### config.mk
export PLATFORM = sky130hd
export DESIGN_NAME = ofmap_reader
export DESIGN_NICKNAME = d
export VERILOG_FILES = /design/src/rtl/ofmap_pkg.sv /design/src/rtl/ofmap_out_fifo.sv /design/src/rtl/ofmap_reader.sv
export SDC_FILE = /design/constraint.sdc
export NUM_CORES = 1
export LEC_CHECK = 0
export ABC_AREA = 1
export CAP_MARGIN = 20
export CORE_MARGIN = 1.5
export CORE_UTILIZATION = 40
export CTS_CLUSTER_DIAMETER = 60
export DETAILED_ROUTE_END_ITERATION = 8
export GPL_ROUTABILITY_DRIVEN = 0
export GPL_TIMING_DRIVEN = 0
export PLACE_DENSITY_LB_ADDON = 0.2
export SETUP_SLACK_MARGIN = 0.2
export SLEW_MARGIN = 40
export SYNTH_ARGS = -nofsm -noshare
export SYNTH_HDL_FRONTEND = slang
export SYNTH_SLANG_ARGS = --single-unit
### constraint.sdc
create_clock -name clk -period 8.1 [get_ports clk]
set_clock_uncertainty 0.2 [all_clocks]
set_input_delay 0.81 -clock clk [delete_from_list [all_inputs] [get_ports clk]]
set_output_delay 0.81 -clock clk [all_outputs]
set_load 0.1 [all_outputs]
### src/rtl/ofmap_pkg.sv
// Shared types for the BRAM2 activation-map streamer (ofmap_reader).
package ofmap_pkg;

   localparam int unsigned BUF_DEPTH = 2;
   localparam int unsigned CNT_WIDTH = $clog2(BUF_DEPTH + 1);

   typedef enum logic [1:0] {
      IDLE  = 2'd0,
      READ  = 2'd1,
      DRAIN = 2'd2,
      DONE  = 2'd3
   } state_t;

endpackage

### src/rtl/ofmap_out_fifo.sv
// Two-entry output buffer (head + spare register) with registered outputs.
// Entries are {last, data}; the head holds still until it is popped.
module ofmap_out_fifo
   import ofmap_pkg::*;
#(
   parameter int unsigned WIDTH = 113
) (
   input  logic                 clk,
   input  logic                 rst,
   input  logic                 push,
   input  logic [WIDTH-1:0]     push_data,
   input  logic                 pop,
   output logic [WIDTH-1:0]     head_data,
   output logic                 head_valid,
   output logic [CNT_WIDTH-1:0] count
);

   logic [WIDTH-1:0] spare_data;
   logic             spare_valid;
   logic             pop_ok;

   assign pop_ok = pop & head_valid;
   assign count  = CNT_WIDTH'(head_valid) + CNT_WIDTH'(spare_valid);

   // Spare refills the head on a pop; a push lands in the first free slot.
   always_ff @(posedge clk or posedge rst) begin
      if (rst) begin
         head_data   <= '0;
         head_valid  <= 1'b0;
         spare_data  <= '0;
         spare_valid <= 1'b0;
      end else if (pop_ok) begin
         if (spare_valid) begin
            head_data   <= spare_data;
            head_valid  <= 1'b1;
            spare_valid <= push;
            if (push) spare_data <= push_data;
         end else begin
            head_valid <= push;
            if (push) head_data <= push_data;
         end
      end else if (push) begin
         if (!head_valid) begin
            head_data  <= push_data;
            head_valid <= 1'b1;
         end else begin
            spare_data  <= push_data;
            spare_valid <= 1'b1;
         end
      end
   end

endmodule

### src/rtl/ofmap_reader.sv
// Streams MEM2_DEPTH words out of BRAM2 onto a valid/ready stream after a start pulse.
// Optional macro OFMAP_READER_RELU_EN zeroes negative signed elements at the buffer input.
module ofmap_reader
   import ofmap_pkg::*;
#(
   parameter int unsigned DATA_WIDTH      = 8,
   parameter int unsigned PE_SIZE         = 14,
   parameter int unsigned MEM2_DEPTH      = 896,
   parameter int unsigned MEM2_DATA_WIDTH = 112,
   parameter int unsigned MEM2_ADDR_WIDTH = 10
) (
   input  logic                       clk,
   input  logic                       rst,
   input  logic                       start_i,
   output logic                       mem2_ce0,
   output logic                       mem2_we0,
   output logic [MEM2_ADDR_WIDTH-1:0] mem2_addr0,
   input  logic [MEM2_DATA_WIDTH-1:0] mem2_q0_i,
   output logic [MEM2_DATA_WIDTH-1:0] out_data_o,
   output logic                       out_valid_o,
   input  logic                       out_ready_i,
   output logic                       out_last_o,
   output logic                       busy_o,
   output logic                       done_o
);

   localparam int unsigned ENTRY_WIDTH = MEM2_DATA_WIDTH + 1;
   localparam int unsigned CREDIT_W    = CNT_WIDTH + 1;
   localparam logic [MEM2_ADDR_WIDTH-1:0] LAST_ADDR = MEM2_ADDR_WIDTH'(MEM2_DEPTH - 1);

`ifdef OFMAP_READER_RELU_EN
   localparam bit RELU_EN = 1'b1;
`else
   localparam bit RELU_EN = 1'b0;
`endif

   state_t                      state, state_nxt;
   logic [MEM2_ADDR_WIDTH-1:0]  addr;
   logic                        inflight, inflight_last;
   logic [CNT_WIDTH-1:0]        count;
   logic [CREDIT_W-1:0]         credit_c;
   logic                        pop_c, issue_c, busy_nxt, done_nxt;
   logic [MEM2_DATA_WIDTH-1:0]  push_word_c;
   logic [ENTRY_WIDTH-1:0]      head;

   // Buffer slots already claimed after this cycle's pop; a new read needs a free one.
   assign pop_c    = out_valid_o & out_ready_i;
   assign credit_c = CREDIT_W'(count) + CREDIT_W'(inflight) - CREDIT_W'(pop_c);
   assign issue_c  = (state == READ) && (credit_c < CREDIT_W'(BUF_DEPTH));

   assign mem2_ce0   = issue_c;
   assign mem2_we0   = 1'b0;
   assign mem2_addr0 = addr;

   always_ff @(posedge clk or posedge rst) begin
      if (rst) state <= IDLE;
      else     state <= state_nxt;
   end

   always_comb begin
      state_nxt = state;
      case (state)
         IDLE:    if (start_i) state_nxt = READ;
         READ:    if (issue_c && (addr == LAST_ADDR)) state_nxt = DRAIN;
         DRAIN:   if (pop_c && out_last_o) state_nxt = DONE;
         DONE:    state_nxt = IDLE;
         default: state_nxt = IDLE;
      endcase
   end

   always_comb begin
      busy_nxt = 1'b0;
      done_nxt = 1'b0;
      if ((state_nxt == READ) || (state_nxt == DRAIN)) busy_nxt = 1'b1;
      if (state_nxt == DONE) done_nxt = 1'b1;
   end

   // Address counter, in-flight read tracking and registered status flags.
   always_ff @(posedge clk or posedge rst) begin
      if (rst) begin
         addr          <= '0;
         inflight      <= 1'b0;
         inflight_last <= 1'b0;
         busy_o        <= 1'b0;
         done_o        <= 1'b0;
      end else begin
         inflight      <= issue_c;
         inflight_last <= issue_c && (addr == LAST_ADDR);
         busy_o        <= busy_nxt;
         done_o        <= done_nxt;
         if ((state == IDLE) && start_i) addr <= '0;
         else if (issue_c)               addr <= addr + MEM2_ADDR_WIDTH'(1);
      end
   end

   always_comb begin
      push_word_c = mem2_q0_i;
      for (int unsigned i = 0; i < PE_SIZE; i++) begin
         if (RELU_EN && mem2_q0_i[i*DATA_WIDTH + DATA_WIDTH - 1])
            push_word_c[i*DATA_WIDTH +: DATA_WIDTH] = '0;
      end
   end

   ofmap_out_fifo #(
      .WIDTH(ENTRY_WIDTH)
   ) u_fifo (
      .clk       (clk),
      .rst       (rst),
      .push      (inflight),
      .push_data ({inflight_last, push_word_c}),
      .pop       (pop_c),
      .head_data (head),
      .head_valid(out_valid_o),
      .count     (count)
   );

   assign out_data_o = head[MEM2_DATA_WIDTH-1:0];
   assign out_last_o = head[MEM2_DATA_WIDTH];

endmodule

# Word level (Yosys, flattened, before mapping)
# Index checks and enable logic that the tools add are counted.
# word_totals
regBits	244
inputBits	116
out_inout_bits	128
word_cells	64
# classes
n_addsub	4
n_lt_le_gt_ge	1
n_eq_ne	10
muxes	24
bitwise	2
n_reduce_logical	13
# op_table
op	count
$mux W113	9
$mux W10	2
$add A10 B1 Y10 const B	1
$eq A10 B10 Y1 const B	1
$mux W1	9
$eq A2 B2 Y1 const B	4
$pmux W2 S4	1
$reduce_bool A2 Y1	4
$mux W2	3
$eq A2 B1 Y1 const B	2
$logic_and A1 B1 Y1	4
$ne A2 B2 Y1 const B	2
$reduce_and A4 Y1	1
$add A2 B1 Y3	1
$lt A3 B2 Y1 const B	1
$reduce_and A3 Y1	1
$sub A3 B1 Y3	1
$add A1 B1 Y2	1
$and A1 B1 Y1	2
$logic_not A2 Y1	1
$ne A2 B1 Y1 const B	1
$reduce_and A2 Y1	1
$logic_or A1 B1 Y1	1

# Logic depth before layout (Yosys ltp)
# Gate-level depths: netlist of the first run.
# depth
ltp_word	11
depth_mapped	13

# Hierarchy
# Synthesis of the first run repeated with hierarchy kept, for this count alone.
# unflattened
hier_cells	1485
hier_area_um2	11766.3
# by_module_without_submodules
mod	n_inst	cells_per_inst	area_per_inst_um2
ofmap_out_fifo	1	1362	10815.4
ofmap_reader	1	123	950.9

# Least setup slack after synthesis of the first run
# OpenSTA, ideal clock, no wires.
# synth_path
kind	register to output
startpoint	register u_fifo.head_valid
endpoint	output mem2_ce0
arrival_ns	2.510
required_time_ns	7.090
setup_slack_ns	4.580
stages_incl_launch_ff	10
path_buffers	1
path_cell_list	dfrtp_1 > nand2_2 > inv_1 > ha_1 > inv_1 > ha_1 > nand2_1 > a21oi_1 > nor2_1 > buf_2
# synth_between
elab_chain_len	5
word_cells_on_any_way	6
cone_classes	3 x add/sub; 1 x order compare; 1 x bitwise; 1 x reduce/logical
# synth_lines
element	line_no	source
start, declared	ofmap_out_fifo.sv:14	output logic head_valid,
start signal, assigned	ofmap_out_fifo.sv:39	head_valid <= push;
$add A1 B1 Y2	ofmap_out_fifo.sv:23	assign count = CNT_WIDTH'(head_valid) + CNT_WIDTH'(spare_valid);
$add A2 B1 Y3	ofmap_reader.sv:48	assign credit_c = CREDIT_W'(count) + CREDIT_W'(inflight) - CREDIT_W'(pop_c);
$sub A3 B1 Y3 (*)	ofmap_reader.sv:48	
$lt A3 B2 Y1 (*)	ofmap_reader.sv:49	assign issue_c = (state == READ) && (credit_c < CREDIT_W'(BUF_DEPTH));
$logic_and A1 B1 Y1 (*)	ofmap_reader.sv:49	
end, declared	ofmap_reader.sv:15	output logic mem2_ce0,
# Every way passes the cells marked *; elsewhere a longest branch is shown, timed or not.

# Worst setup path in the final report of the first run
# layout_path
startpoint	input out_ready_i
endpoint	output mem2_ce0
# layout_between
elab_chain_len	4
# layout_lines
element	line_no	source
start, declared	ofmap_reader.sv:21	input logic out_ready_i,
$and A1 B1 Y1	ofmap_reader.sv:47	assign pop_c = out_valid_o & out_ready_i;
$sub A3 B1 Y3	ofmap_reader.sv:48	
$lt A3 B2 Y1	ofmap_reader.sv:49	
$logic_and A1 B1 Y1	ofmap_reader.sv:49	
# Every way passes these cells.

==> results_dict.tcl, run 1 <==
set metrics [dict create \
    outcome "complete, no violations" \
    place_ws_ns 4.02 \
    gr-total-overflow 0 \
    htreeDepth 1 \
    drt_wl_total_um 30300 \
    busiest_layer "met2" \
    reg2reg_slack_ns 5.56 \
    ios 244 \
    nFillCells 2432 \
    routedWlPerCell_um 16.2 \
    drv_slew 0 \
    crit_slowest_cell "buf_2" \
    netlist_area_sq_mm 0.0105 \
    cp_max_fo 11 \
    grt_use_met2 0.343 \
    antenna_left 0 \
    crit_chain "clkdlybuf4s50_1 > nand2_2 > inv_1 > ha_1 > inv_1 > ha_1 > nand2_1 > nand3_1 > nand2_1 > nor2_1 > buf_2 > buf_2" \
    grt_util_met1 0.305 \
    syn-instance-count 1239 \
    final.min_clock_period_ns 4.08 \
    tritoncts "yes" \
    grt_pass1_wl_um 47600 \
    synthMostInstantiatedCell "nand2_1" \
    hold_viol_final 0 \
    die-area_sq_mm 0.0272 \
    cp-start-kind "primary input" \
    r2r_cells 11 \
    crit_family "buffers and inverters" \
    synth_cell_types 21 \
    r2r_start "u_fifo.head_valid" \
    synth_edf_count 0 \
    root_buffer "clkbuf_16" \
    viasPerCell 5.05 \
    drtIter0Drc 673 \
    cap_violations 0 \
    fmax_mhz 245 \
    hold_depth 2 \
    grt_max_degree 79 \
    antenna_found_initial 2 \
    grt_pass1_vias 9089 \
    fin_crit_sh 0.503 \
    place_inst 1819 \
    clk_latency_ns 0.54 \
    worst_slew_pin_slew_ns 0.787 \
    final_cells 1871 \
    ys_warn_count 0 \
    synth_commonest_cells "375 x nand2_1, 244 x dfrtp_1, 145 x o21ai_0" \
    numCtsBuffers 29 \
    firstDrtPassIters 7 \
    hpwlAfterDp_um 20800 \
    clk_pin_slew_worst_paths_ns 0.06 \
    synth_fp_nets 1359 \
    vias 9452 \
    grtUsageTotal 0.221 \
    cp_num_buf_inv 5 \
    synth_area_leaders "dfrtp_1 58%, nand2_1 13%, o21ai_0 6.9%" \
    cts_sinks 244 \
    ctsResizeCount 0 \
    area_growth_pct 31.5 \
    ys_seq_area_frac 0.581 \
    synth_area_leader_cell "dfrtp_1" \
    cp.required_ns 7.09 \
    synth-main-ff-cell "dfrtp_1" \
    die_y_um 165 \
    avgSynthCellArea_sq_um 8.48 \
    r2r-end "busy_o" \
    clock_path_buffers 3 \
    ys_ff_latch 244 \
    grt_setup_unrepaired "no" \
    drive_gt1_frac 0.162 \
    crit_path_max_incr_delay_ns 0.47 \
    use_met3 0.0532 \
    drc 0 \
    crit_start "out_ready_i" \
    hold_buffers 0 \
    worstHoldStart "u_fifo.spare_data[57]" \
    num_rows 59 \
    setup_viol 0 \
    min_path_type "flip-flop to flip-flop" \
    cp.depth 12 \
    initial_core_util 0.405 \
    synth-async-reset-ratio 1.00 \
    setup_ws_ns 4.02 \
    timing.slew.headroom 0.475 \
    die_w_um 165 \
    arrival_ns 3.07 \
    cp-endpoint "mem2_ce0" \
    crit_type "primary input to output port" \
    coreArea_sq_mm 0.0259 \
    finalNetCount 1635 \
    endpoint_kind "output port" \
    synth_top_area_frac 0.581 \
    io_buffers 242 \
    post-cts-setup-buffer-count 0 \
]
-- worst register-to-register path: cells and delay by family, from the launching register on --
kind            cells  cell delay [ns]
fa+ha+maj           3             0.84
simple gates        5             0.58
flops               1             0.43
compound gates      1             0.26
buf+inv             2             0.13
-- layout make-up --
type,instances,area (sq um),area share
plain buffers,88,464,0.0336
inverters,22,90.1,0.00652
well taps,335,419,0.0303
flip-flops and latches,244,6110,0.442
clock buffers,39,833,0.0603
clock inverters,12,173,0.0125
repair buffers,245,1870,0.135
multi-input cells,885,3850,0.279
diodes,1,2.50,0.000181
-- stage by stage --
step	hold WS, ns	util	TNS [ns]	area [sq um]
floorplan	0.243	-	0	10500
global placement	0.253	0.515	-705.98	13300
detailed placement	0.259	0.494	0	12800
CTS	0.273	0.533	0	13800
global route	0.289	0.533	0	13800
finish	0.270	0.533	0	13800
-- registers in the layout (all words and copies together) (netlist names) --
name	count
state	2
u_fifo.spare_valid	1
busy_o	1
mem2_addr0	10
done_o	1
u_fifo.spare_data	113
inflight	1
u_fifo.head_data	113
inflight_last	1
u_fifo.head_valid	1
-- cells by family after synthesis --
kind of cell / Yosys count / share of synthesized area
other cells: 1 / 0.000357
fa+ha+maj: 4 / 0.00476
flops: 244 / 0.581
compound gates: 236 / 0.113
simple gates: 644 / 0.249
buf+inv: 110 / 0.0520
-- metal layers --
| metal | routed length (um) | part of all wire | up-vias |
|---|---|---|---|
| li1 | - | - | 4604 |
| met1 | 13800 | 0.45 | 4527 |
| met2 | 13400 | 0.44 | 264 |
| met3 | 2270 | 0.075 | 57 |
| met4 | 829 | 0.027 | 0 |
| met5 | 0 | 0 | - |
-- cells in the final DEF (no fill, tap or decap), types with 25 or more instances in the layout --
cell type,synthesis,routed
clkdlybuf4s50_1,0,115
nor2_1,128,128
o21ai_0,145,145
nand3_1,128,128
buf_2,50,177
o21ai_1,87,87
clkbuf_1,22,25
clkbuf_16,0,29
nand2_1,375,375
dfrtp_1,244,244
-- worst min-delay path by stage --
stage,to,slack [ns]
final,u_fifo.spare_data[57],0.27
after global routing,u_fifo.spare_data[92],0.29
after CTS,u_fifo.spare_data[43],0.27
after detailed placement,u_fifo.spare_data[43],0.26
after global placement,u_fifo.spare_data[105],0.25
after floorplan,u_fifo.spare_data[0],0.24
Power of run 1 is left out: the tool's default activity adds up to more than one toggle a clock period on the data nets, which glitch-free logic cannot reach.
==> run 2: changes to the inputs <==
Clock period 8.1 ns to 4.15 ns, I/O delays scaled along.
==> results_dict.tcl, run 2 (synthesis gave the netlist of run 1 again) <==
set metrics [dict create \
    layout_common_cells "375 x nand2_1, 244 x dfrtp_1, 177 x buf_2" \
    cp.required_ns 3.53 \
    routedWlPerCell_um 16.2 \
    layout_commonest_cell "nand2_1" \
    hold_viol_final 0 \
    setup_viol 0 \
    final_cells 1875 \
    crit_start "u_fifo.head_valid" \
    io_buffers 242 \
    drtIter0Drc 701 \
    min_path_type "primary input to asynchronous set/reset pin" \
    ios 244 \
    gr-total-overflow 0 \
    clock_path_buffers 3 \
    hpwlAfterDp_um 21400 \
    cp_max_fo 11 \
    crit_slowest_cell "buf_2" \
    r2r_start "u_fifo.head_valid" \
    drc 0 \
    drt_wl_total_um 30400 \
    hold_buffers 0 \
    r2r-end "busy_o" \
    drive_gt1_frac 0.160 \
    fmax_mhz 290 \
    arrival_ns 2.83 \
    hold-worst-slack_ns 0.0267 \
    root_buffer "clkbuf_16" \
    cp-start-kind "flip-flop" \
    htreeDepth 1 \
    finalNetCount 1641 \
    utilization 0.533 \
    viasPerCell 5.06 \
    coreArea_sq_mm 0.0259 \
    place_inst 1827 \
    area_growth_pct 31.5 \
    endpoint_kind "output port" \
    grt_setup_unrepaired "no" \
    firstDrtPassIters 7 \
    cts_sinks 244 \
    worst_slew_pin_slew_ns 0.731 \
    clk_pin_slew_worst_paths_ns 0.06 \
    numCtsBuffers 27 \
    diodes 0 \
    die_w_um 165 \
    nFillCells 2441 \
    die-area_sq_mm 0.0272 \
    vias 9486 \
    cp.depth 11 \
    crit_type "flip-flop to output port" \
    grt_max_degree 28 \
    grt_pass1_wl_um 47900 \
    die_y_um 165 \
    timing.slew.headroom 0.512 \
    post-cts-setup-buffer-count 0 \
    cap_violations 0 \
    crit_chain "nand2_2 > inv_1 > ha_1 > inv_1 > ha_1 > nand2_1 > nand3_1 > nand2_1 > nor2_1 > buf_2 > buf_2" \
    antenna_left 0 \
    clk_latency_ns 0.52 \
    post_dp_cell_area_sq_mm 0.0129 \
    grt_pass1_vias 9096 \
    final_area_sq_mm 0.0138 \
    crit_family "buffers and inverters" \
    cp-endpoint "mem2_ce0" \
    ctsResizeCount 0 \
    drv_slew 0 \
    crit_path_max_incr_delay_ns 0.47 \
    num_rows 59 \
    grtUsageTotal 0.223 \
    reg2reg_slack_ns 1.58 \
    fin_crit_sh 0.831 \
    initial_core_util 0.405 \
    final.min_clock_period_ns 3.45 \
    r2r_cells 12 \
    tritoncts "yes" \
    cp_num_buf_inv 4 \
    outcome "complete, no violations" \
    antenna_found_initial 1 \
]
## run 2: layer usage
metal,part of all wire,vias up,track usage,wire length [um]
li1,-,4616,-,-
met5,0,-,0,0
met4,0.021,0,0.0569,625
met1,0.45,4506,0.311,13600
met3,0.077,48,0.0455,2330
met2,0.46,316,0.355,13900
## run 2: worst min-delay path by stage
stage | to | from | cells after the start
2_1_floorplan | u_fifo.spare_data[0] | u_fifo.spare_data[0] | 2
3_3_place_gp | u_fifo.spare_data[63] | u_fifo.spare_data[63] | 2
3_5_place_dp | u_fifo.spare_data[104] | u_fifo.spare_data[104] | 2
4_1_cts | mem2_addr0[9] | rst | 2
5_1_grt | mem2_addr0[1] | rst | 2
6_report | busy_o | rst | 2
## run 2: cell type report
class | instances | area, sq um | area share
Tap cell | 335 | 419 | 0.0303
Buffer | 88 | 464 | 0.0336
Timing Repair Buffer | 253 | 2010 | 0.145
Sequential cell | 244 | 6110 | 0.442
Clock buffer | 41 | 768 | 0.0556
Inverter | 22 | 86.3 | 0.00625
Clock inverter | 7 | 113 | 0.00815
Multi-Input combinational cell | 885 | 3850 | 0.279
## run 2: worst reg2reg max path, cell delays in order, from the launching register on
cell and delay, ns:
dfrtp_1 0.43, nand2_2 0.13, inv_1 0.09, ha_1 0.28, inv_1 0.04, ha_1 0.26
nand2_1 0.10, nand2_1 0.06, nand2_1 0.05, nand3_1 0.14, o21ai_0 0.27, nand3_1 0.11
ha_1 0.30
## run 2: stage by stage
step | setup WS [ns] | setup TNS, ns
2_1_floorplan | 0.331 | 0
3_3_place_gp | -1.64 | -395.13
3_5_place_dp | 0.838 | 0
4_1_cts | 0.666 | 0
5_1_grt | 0.522 | 0
6_report | 0.701 | 0
Power of run 2 is left out for the same reason.
